`src/rtl/alu_mul_seq_pkg.sv`:
```
// Shared definitions for the sequential multiplier and the external ALU.
// State encodings, ALU function codes and the per-state ALU control bundle.
package alu_mul_seq_pkg;

    localparam int MUL_W = 16;
    localparam int MUL_STEPS = 16;

    typedef enum logic [1:0] {
        IDLE  = 2'd0,
        ADD   = 2'd1,
        SHIFT = 2'd2,
        DONE  = 2'd3
    } mul_state_t;

    localparam logic [4:0] ALU_F_NOP         = 5'h00;
    localparam logic [4:0] ALU_F_ADD         = 5'h09;
    localparam logic [4:0] ALU_F_SHIFT_RIGHT = 5'h14;

    typedef struct packed {
        logic [4:0] f;
        logic       notaluoe;
        logic       notshiftoe;
    } alu_ctrl_t;

    // ALU controls presented while the FSM sits in a given state.
    function automatic alu_ctrl_t alu_ctrl(input mul_state_t s);
        alu_ctrl_t c;
        c = '{f: ALU_F_NOP, notaluoe: 1'b1, notshiftoe: 1'b1};
        unique case (1'b1)
            (s == ADD): begin
                c.f        = ALU_F_ADD;
                c.notaluoe = 1'b0;
            end
            (s == SHIFT): begin
                c.f          = ALU_F_SHIFT_RIGHT;
                c.notshiftoe = 1'b0;
            end
            default: ;
        endcase
        return c;
    endfunction

endpackage

```
`src/rtl/alu_mul_seq.sv`:
```
// Unsigned 16x16->32 shift/add multiplier driving an external ALU.
// ALU controls are registered from the next state so they line up with it.
module alu_mul_seq
    import alu_mul_seq_pkg::*;
(
    input  logic        clk,
    input  logic        reset,
    input  logic        start,
    input  logic [15:0] op_a,
    input  logic [15:0] op_b,
    output logic        busy,
    output logic        done,
    output logic [31:0] product,
    output logic [15:0] alu_a,
    output logic [15:0] alu_b,
    output logic [4:0]  alu_f,
    output logic        alu_csel,
    output logic        alu_ucin,
    output logic        alu_notALUOE,
    output logic        alu_notShiftOE,
    input  logic [15:0] alu_y,
    input  logic        alu_cout,
    input  logic        alu_zout
);

    mul_state_t state;
    mul_state_t nxt;
    alu_ctrl_t  nctl;

    logic [15:0] hi;
    logic [15:0] lo;
    logic [15:0] mcand;
    logic        c;
    logic [4:0]  count;
    logic        last;

    logic unused;
    assign unused = alu_zout;

    assign alu_a    = hi;
    assign alu_b    = mcand;
    assign alu_csel = 1'b0;
    assign alu_ucin = 1'b0;

    // The sixteenth SHIFT is the one that finishes the product.
    assign last = (count == 5'(MUL_STEPS - 1));

    // Next state: after a SHIFT the new lo[0] is the current lo[1].
    always_comb begin
        nxt = state;
        unique case (state)
            IDLE:  if (start) nxt = op_b[0] ? ADD : SHIFT;
            ADD:   nxt = SHIFT;
            SHIFT: begin
                if (last)       nxt = DONE;
                else if (lo[1]) nxt = ADD;
                else            nxt = SHIFT;
            end
            DONE:  nxt = IDLE;
        endcase
        nctl = alu_ctrl(nxt);
    end

    // Datapath registers, status flags and registered ALU controls.
    always_ff @(posedge clk) begin
        if (reset) begin
            state          <= IDLE;
            hi             <= '0;
            lo             <= '0;
            mcand          <= '0;
            c              <= 1'b0;
            count          <= '0;
            busy           <= 1'b0;
            done           <= 1'b0;
            product        <= '0;
            alu_f          <= ALU_F_NOP;
            alu_notALUOE   <= 1'b1;
            alu_notShiftOE <= 1'b1;
        end else begin
            state          <= nxt;
            alu_f          <= nctl.f;
            alu_notALUOE   <= nctl.notaluoe;
            alu_notShiftOE <= nctl.notshiftoe;
            unique case (state)
                IDLE: begin
                    done <= 1'b0;
                    if (start) begin
                        mcand <= op_a;
                        lo    <= op_b;
                        hi    <= '0;
                        c     <= 1'b0;
                        count <= '0;
                        busy  <= 1'b1;
                    end
                end
                ADD: begin
                    hi <= alu_y;
                    c  <= alu_cout;
                end
                SHIFT: begin
                    hi    <= {c, alu_y[14:0]};
                    lo    <= {alu_cout, lo[15:1]};
                    c     <= 1'b0;
                    count <= count + 5'd1;
                    if (last) begin
                        done    <= 1'b1;
                        product <= {c, alu_y[14:0], alu_cout, lo[15:1]};
                    end
                end
                DONE: begin
                    done <= 1'b0;
                    busy <= 1'b0;
                end
            endcase
        end
    end

endmodule
```
`config.mk`:
```
export PLATFORM = sky130hd
export DESIGN_NAME = alu_mul_seq
export DESIGN_NICKNAME = d
export VERILOG_FILES = /design/src/rtl/alu_mul_seq_pkg.sv /design/src/rtl/alu_mul_seq.sv
export SDC_FILE = /design/constraint.sdc
export NUM_CORES = 1
export LEC_CHECK = 0
export CAP_MARGIN = 5
export CORE_MARGIN = 2
export CORE_UTILIZATION = 35
export CTS_CLUSTER_SIZE = 25
export DETAILED_ROUTE_END_ITERATION = 10
export PLACE_DENSITY = 0.7
export SYNTH_ARGS = -nofsm -noshare
export SYNTH_HDL_FRONTEND = slang
export SYNTH_SLANG_ARGS = --single-unit
```
`constraint.sdc`:
```
create_clock -name clk -period 3.5 [get_ports clk]
set_input_delay 0.7 -clock clk [delete_from_list [all_inputs] [get_ports clk]]
set_output_delay 0.7 -clock clk [all_outputs]
set_load 0.01 [all_outputs]
```
; Word level (Yosys, flattened, before mapping)
; Cells that the tools add are included.
; W data, S select, Z words.
[totals]
register_bits = 97
inputBits = 53
output_inout_bits = 75
wordCells = 53
[classes]
add_sub_neg = 1
n_eq_ne = 8
n_mux = 20
n_reduce_logical = 12
[op_table]
columns = cell, count
row1 = $pmux W16 S3, 1
row2 = $mux W16, 2
row3 = $pmux W16 S2, 1
row4 = $pmux W5 S2, 2
row5 = $reduce_and A2 Y1, 6
row6 = $mux W2, 4
row7 = $pmux W2 S4, 1
row8 = $eq A2 B2 Y1 const B, 3
row9 = $reduce_bool A2 Y1, 3
row10 = $add A5 B1 Y5 const B, 1
row11 = $eq A5 B4 Y1 const B, 1
row12 = $mux W1, 5
row13 = $mux W5, 1
row14 = $eq A2 B1 Y1 const B, 2
row15 = $ne A2 B2 Y1 const B, 2
row16 = $pmux W1 S2, 2
row17 = $pmux W1 S3, 1
row18 = $reduce_bool A3 Y1, 1
row19 = $logic_not A2 Y1, 1
row20 = $reduce_or A2 Y1, 1

; Logic depth before layout (Yosys ltp)
; Gate-level depths: netlist (run 1).
[logic_depth]
depth_word = 5
depth_mapped = 9
mapped_depth_nobuf = 7

; Least setup slack after synthesis (run 1)
; OpenSTA, ideal clock, no wires.
[synth_path]
path_type = register to register
startpoint = reg count[0]
endpoint = reg alu_notALUOE
setup_ns = 0.127
arrival_ns = 1.625
required_ns = 3.373
slack_ns = 1.748
path_stages_with_launch = 8
path_buffers = 0
synth_period_minus_slack_ns = 1.752
cell_sequence = dfxtp_1 ha_1 and3_1 ha_1 nand2b_1 a211oi_1 a21oi_1 or3_1
[synth_via]
elab_chain_cells = 5
[synth_lines]
columns = element, line
row1 = from (decl), alu_mul_seq.sv:34  ; logic [4:0] count;
row2 = from (signal assigned), alu_mul_seq.sv:104  ; count <= count + 5'd1;
row3 = $eq A5 B4 Y1, alu_mul_seq.sv:46  ; assign last = (count == 5'(MUL_STEPS - 1));
row4 = $mux W2, alu_mul_seq.sv:55  ; if (last) nxt = DONE;
row5 = $pmux W2 S4, alu_mul_seq.sv:51  ; unique case (state)
row6 = $eq A2 B1 Y1, alu_mul_seq_pkg.sv:30  ; (s == ADD): begin
row7 = $mux W1, alu_mul_seq_pkg.sv:29  ; unique case (1'b1)
row8 = to (signal assigned), alu_mul_seq.sv:82  ; alu_notALUOE <= nctl.notaluoe;
row9 = to (decl), alu_mul_seq.sv:19  ; output logic alu_notALUOE,
; No other way between the ends.
; A chain may end at the register's enable or synchronous reset.

; Final worst setup path (run 1)
[layout_path]
startpoint = reg state[0]
endpoint = reg product[25]
[layout_via]
elab_chain_cells = 2
[layout_lines]
columns = element, line
row1 = from (decl), alu_mul_seq.sv:26  ; mul_state_t state;
row2 = from (signal assigned), alu_mul_seq.sv:80  ; state <= nxt;
row3 = $eq A2 B2 Y1, alu_mul_seq.sv:84  ; unique case (state)
row4 = $reduce_and A2 Y1 (no source line), -
row5 = to (signal assigned), alu_mul_seq.sv:107  ; product <= {c, alu_y[14:0], alu_cout, lo[15:1]};
row6 = to (decl), alu_mul_seq.sv:13  ; output logic [31:0] product,
; No other way between the ends.

==> results summary, run 1 <==
The worst endpoint data arrival time is 2420 ps. The post-DP HPWL came out at 6085 um. The number of endpoints failing setup at the final stage is 0. Timing would allow up to 468.0 MHz. The launch point of the worst path is state[0]. The sequential-to-total area share from yosys stat is 0.5136. The cell at the root of the clock tree is clkbuf_8. The number of levels the H-tree was split into is 3. After detailed routing, the average wire length per cell comes to 13.22 um. Pin placement for this block handled 128 I/O pins. In this run the static leakage power is 0.001781 uW. The worst vdd rail ir drop is 0.0002178 V. The maximum buffer depth of the clock tree is 2. The routing layer with the top usage in global route is met2. The relative max-transition margin came out at 0.2564. Dividing the synthesized area by the synthesized cell count gives 8.713 um^2. The critical path in this run is classified as reg -> reg. The setup check on the worst reg-to-reg path leaves a slack of 1360 ps. The share of synthesized area in the top cell type comes to 0.5136. The count of hold-fix buffers inserted at cts came out at 0. The post-cts gate resize count came out at 0. The footprint of the multi-input gates came out at 1539 um^2. The number of setup buffers added after CTS is 0. The starting DRC count in detailed routing came out at 134. The initial antenna violation count is 0. The floorplan has 37 rows.

The placed cell count came out at 646. The endpoint required time on the critical path came out at 3790 ps. The detail-routed via count per cell is 4.722.

The worst-case clock skew is 14.14 ps. The later pin in the worst-skew pair is clocked with a latency of 360 ps. The total overflow left after global routing is 0. Input and output buffers added on the ports amount to 123. Counting every sink on the clock net gives 93.

The overall fraction of global-route tracks in use is 0.1609. The largest net degree at the start of global routing came out at 51. Of all nets on the critical path, the largest fanout is 27. The met3 usage came out at 0.03525. For hold timing, the worst endpoint is product[29]. Sorting the synthesized cells by area gives the leading types as dfxtp_1, nand2_1, a21oi_1. The floorplan die area came out at 11190 um^2.

The tightest min-delay check is of the reg -> reg type. In this run the power density over the cells is 472.2 nW/um^2. The sequential cell area in the final layout is 1862 um^2.

The number of antenna-violating nets in the routed design is 0. The met1 demand-to-capacity share in global routing came out at 0.2076. The number of buffers created by CTS is 9. The share of the clock period used by the worst path after layout is 0.6106. The fraction of met2 tracks used by global routing came out at 0.2594. The total count of max-transition violations in the final report is 0.

The number of nets in the finished design came out at 581. The total wire length after detailed routing came out at 8753 um. The placer congestion estimate came out at 0.7683. The clock-pin slew of the registers on the worst-case setup and hold paths came out at 90 ps.

In the synthesized netlist, the number of instances is 416. The TritonCTS clock tree is built. The count of warnings emitted by yosys is 0. The setup TNS came out at 0 ps. The cell count of the worst reg-to-reg path came out at 7.

The tool flagged a number of max-cap violations equal to 0. The overall via count from detail_route is 3126. The worst setup path is captured at a register. Setup repair after global routing left no endpoint under its margin.

The floorplan step set the die height to 105.8 um. The distinct cell type count after synthesis is 40. After floorplanning, the core was sized to cover 10180 um^2. The initial cell density of the core came out at 0.3559. The worst hold path begins at product[29].

The endpoint identified for the worst register-to-register timing path is product[25]. The run finished with clean final reports. The transition at the pin with the smallest max-transition slack came out at 1115 ps. After layout, the minimum clock period comes to 2137 ps.

After synthesis the cells add up to 3625 um^2. The register bit total from synthesis came out at 93. The number of global-route vias before repair came to 3068. The library cell occupying the most area in the post-synthesis netlist is dfxtp_1. For this run, design rule violations remaining after detail routing come to 0. The first detailed-routing pass took 4 iterations.

The origin of the critical flop-to-flop path is state[0]. The number of hold violations in the final report is 0. Counting the fill cells in the layout gives 992.

The nature of the critical path startpoint is a register. From left edge to right edge, the die measures 105.8 um. The final standard cell count with taps included and fillers excluded is 662. The wire length of the first global-routing pass is 14500 um. The area growth from synthesis to final layout is 40.11%. Counting instances, the worst hold path has a depth of 2. The number of diodes came out at 0. The share of final-layout standard cells stronger than drive strength 1 came out at 0.05323.
-- metrics by stage --
stage / utilization / worst slack (ps) / cell area [um^2] / hold WS [ps] / power (uW)
final: 0.4986 / 1363 / 5079 / 457.2 / 2398
after global routing: 0.4986 / 1100 / 5079 / 482.8 / 2529
after CTS: 0.4986 / 1314 / 5079 / 460.7 / 2431
after detailed placement: 0.4767 / 958.1 / 4855 / 447.6 / 1627
after global placement: 0.4767 / 1003 / 4855 / 440.9 / 1615
after floorplan: - / 1748 / 3632 / 444.9 / 1476
-- registers in the layout (all words and copies together) (netlist names), 2 cells and up --
name	flops
alu_a	16
alu_b	16
alu_f	2
count	5
lo	15
product	32
state	2
-- kinds of logic after synthesis --
logic type,Yosys count,synth area share
adder cells (fa/ha/maj),7,0.02416
flip-flops,93,0.5136
AND/OR/NAND/NOR,161,0.1816
other,1,0.001035
AO/OA/AOI/OAI,98,0.1681
buffers and inverters,39,0.06386
multiplexers,17,0.04763
-- layout by cell type, fill, tap and decap left out, drive strengths merged, types with 3 or more instances in the layout --
cell type      instances
a211oi                16
a21oi                 55
a22oi                 14
buf                    5
clkbuf                11
clkdlybuf4s50        122
conb                   3
dfxtp                 93
ha                     7
inv                    5
mux2i                 15
nand2                104
nand3b                 3
nor2                  39
nor2b                  3
o21ai                  5
-- cell type report --
type / instances / area share
multi-input combinational: 286 / 0.3030
tap: 136 / 0.03351
clock buffer: 11 / 0.02784
inverter: 4 / 0.002956
sequential: 93 / 0.3666
clock inverter: 5 / 0.01626
timing repair buffer: 127 / 0.2498
-- worst max path at each step --
stage,endpoint,cells after the start
after floorplan,alu_notALUOE,7
after global routing,lo[14],5
after detailed placement,count[0],5
after CTS,count[0],5
final,product[25],7
after global placement,count[0],5
-- cell usage after synthesis, drive strengths merged --
| master | instances |
|---|---|
| a211oi | 16 |
| a21oi | 55 |
| a22o | 1 |
| a22oi | 14 |
| a2bb2oi | 2 |
| a31oi | 1 |
| a32oi | 2 |
| and2 | 2 |
| and3 | 2 |
| and3b | 1 |
| buf | 22 |
| clkbuf | 12 |
| conb | 1 |
| dfxtp | 93 |
| dlygate4sd1 | 1 |
| ha | 7 |
| inv | 4 |
| mux2 | 2 |
| mux2i | 15 |
| nand2 | 104 |
| nand2b | 2 |
| nand3 | 1 |
| nand3b | 3 |
| nand4b | 1 |
| nor2 | 39 |
| nor2b | 3 |
| nor3 | 2 |
| o2111ai | 1 |
| o211a | 1 |
| o21ai | 5 |
| or3 | 1 |
-- worst max-delay path, stage by stage (launching register included) --
cell and delay [ps]:
dfxtp_1 330, inv_1 90, ha_1 190, buf_4 360, and2_1 510, buf_4 350
nand2_1 80, a21oi_1 140
-- power breakdown --
part	total, uW	leakage [uW]	switching (uW)	internal, uW
combinational	432	0.000911	227	206
clock	800	0.000114	375	425
sequential	1170	0.000757	41.0	1120
-- per-layer routing --
layer	wire, um	share of wire
met5	0	0
met4	166	0.019
met3	482	0.055
met2	4050	0.46
met1	4053	0.46
(Power assumes the default switching activity.)
==> run 2: changes to the inputs <==
PLACE_DENSITY = 0.72   (was 0.7)
clock period = 1.8 ns   (was 3.5 ns; I/O delays follow)
==> run 2 against run 1 <==
Effect of this change:
- power increased by 100%
- non-clock buffer count up 21
- critical path depth stayed put
- highest routed layer unchanged
- largest cell class unchanged
- first-iteration DRC count rose by 22%
- worst hold slack improved by 2.0 ps
- clock skew increased by 4.4 ps
- die area is the same
- count of clock-buffer cells in the layout is 2 lower
- wire length rose by 6.0%
- register-to-register slack got worse by 1300 ps
- critical endpoint is now alu_notALUOE
- cell area rose by 5.8%
==> results summary, run 2 (synthesized netlist as in run 1, its figures left out) <==
The first global-routing pass estimated 14320 um of wire. The setup slack of the most critical reg-to-reg path is 60 ps. Dividing total power by cell area gives a power density of 895.1 nW/um^2. Summed over all layers, the global routing overflow is 0.

The origin of the critical flop-to-flop path is count[0]. The die is 105.8 um wide. 128 I/O pins were placed. The number of nets in the finished design is 602. Counting flops per register, the top entry is product. The number of global-route vias before repair came out at 3019.

The largest single stage delay on the critical path is 340 ps. The routing layer with the top usage in global route is met2. The worst endpoint data arrival time came out at 1980 ps. After the flow finishes, the layout carries non-filler instances totaling 683. TritonCTS built the clock tree. The overall via count from detail_route came out at 3281. The number of buffer cells added on primary ports came out at 123. The number of levels the H-tree was split into came out at 3. The maximum frequency from static timing analysis came out at 574.6 MHz. The detail-routed via count per cell came out at 4.804. The number of hold violations in the final report is 0. The worst setup path is captured at a register. The worst vdd rail ir drop came out at 0.0005716 V.

The number of buffers created by CTS is 9. Across all hold checks on the routed design, the worst slack comes to 459.2 ps. The flip-flop count of the largest register, all copies and words added is 32. The commonest non-fill, non-tap cell in the layout is clkdlybuf4s50_1.

The number of iterations in the first detailed-routing pass came out at 4. The clock net sink count came out at 93. In this run the critical register-to-register path is captured at alu_notALUOE. The critical path contains buffers and inverters numbering 0 combined. For hold timing, the worst endpoint is product[29].

The start-to-end type of the worst setup path is reg -> reg. Of all nets on the critical path, the largest fanout is 4. The number of endpoints failing setup at the final stage came out at 0. Measured against its own limit, the worst slew margin works out to 0.5167. The clock-pin slew of the registers on the worst-case setup and hold paths is 100 ps. After the first detailed-routing iteration, the DRC count stood at 164. The maximum buffer depth of the clock tree came out at 2. The most numerous cell type found on the critical path is ha_2. The fraction of met2 tracks used by global routing came out at 0.2512. The final layout contains routed wiring with a total length of 9277 um. The tool flagged a number of max-cap violations equal to 0. The endpoint required time on the critical path is 2040 ps. The startpoint identified for the worst hold timing path is product[29]. The number of placed instances, taps included, is 662. For this configuration, the core starts out at a cell density of 0.3559. For this design the static power due to leakage is 0.001908 uW. The post-DP HPWL came out at 6323 um.

Setup repair after global routing could not meet its margin everywhere. The post-route minimum period is 1740 ps. The number of antenna-violating nets in the routed design came out at 0.

The flow ran to the end, and the final reports show no timing, DRC or antenna violations. The worst-case clock skew is 18.52 ps. The count of standard-cell rows is 37. The initial antenna violation count is 0. The transition at the pin with the smallest max-transition slack came out at 724.9 ps. The nature of the critical path startpoint is a register. The average wire length per cell after detail routing came out at 13.58 um. In this run the worst hold path is classified as reg -> reg.

The cell count of the worst reg-to-reg path came out at 7. The met1 demand-to-capacity share in global routing is 0.2055. For this run, the total global-route usage over all layers was measured as 0.1574. The largest individual stage delay along the critical path comes from the cell dfxtp_2. The share of the clock period used by the worst path after layout came out at 0.9669. The DRC violations left came out at 0.

Walking the worst path, the cells encountered are ha_2, and3_4, ha_2, nand2b_4, a211oi_4, a21oi_2, or3_1. The cell at the root of the clock tree is clkbuf_8. The die is 105.8 um tall. In the layout the commonest cells are clkdlybuf4s50_1, nand2_1, dfxtp_1. The number of diodes is 0.

The total count of max-transition violations in the final report was 0. The floorplan die area is 11190 um^2. The kind of cell with the highest combined delay along the critical path is simple AND/OR/NAND/NOR gates.

Counting instances, the worst hold path has a depth of 2. The placer congestion estimate came out at 0.7784. The largest net degree at the start of global routing is 38. The met3 usage came out at 0.03711. The area of the core came out at 10180 um^2. Relative to the synthesized area, the layout overhead comes to 48.26%. The latest clock arrival within the worst-skew pair came out at 370 ps. Of the cells placed in the final design, the portion with a size suffix greater than 1 is 0.1115.
[run 2: timing repair]
action	CTS	global route
resized for setup	5	11
gates cloned	0	1
setup buffers	0	4
hold endpoints to repair	0	0
setup endpoints to repair	8	24
pin swaps	1	2
hold buffers	0	0
[run 2: cell type report]
class,instances,area [um^2]
Clock buffer,9,123.9
Clock inverter,7,86.33
Fill cell,951,4811
Inverter,4,15.01
Multi-Input combinational cell,286,1608
Sequential cell,93,1864
Tap cell,136,170.2
Timing Repair Buffer,148,1506
[run 2: routing by layer]
layer / part of all wire / vias up / routed length, um
li1: - / 1644 / -
met1: 0.46 / 1511 / 4302
met2: 0.46 / 110 / 4256
met3: 0.059 / 16 / 551
met4: 0.018 / 0 / 167
met5: 0 / - / 0
[run 2: where the power goes]
part / leakage, uW / switching, uW / internal, uW
registers: 0.000758 / 85.7 / 2190
logic: 0.00105 / 510 / 563
clock network: 0.000104 / 789 / 674
total: 0.00191 / 1390 / 3420
[run 2: worst min-delay path: stages (launching register included)]
cell and delay (ps):
dfxtp_1 320, nand2_1 50, a21oi_1 50
[run 2: worst max path at each step]
stage                  start  cells after the start  slack [ps]      endpoint
global placement       start                      5        -180             c
global route        count[0]                      7         -20  alu_notALUOE
CTS                 state[0]                      7          20      count[4]
finish              count[0]                      7          60  alu_notALUOE
detailed placement     start                      5        -200             c
floorplan           count[0]                      7          50  alu_notALUOE
[run 2: stage by stage]
stage	setup WS (ps)	utilization	total power (uW)	area, um^2	TNS (ps)
finish	59.60	0.5276	4810	5374	0
CTS	17.13	0.5151	4737	5246	0
global route	-17.80	0.5276	5050	5374	-45.51
global placement	-176.1	0.4921	3219	5012	-1877
floorplan	47.64	-	2870	3632	0
detailed placement	-197.2	0.4921	3249	5012	-2957
==> run 3: changes to the inputs <==
ABC_AREA = 0   (was not set)
==> results of run 3 <==
No change in the layout: final DEF, timing and power equal those of run 2.
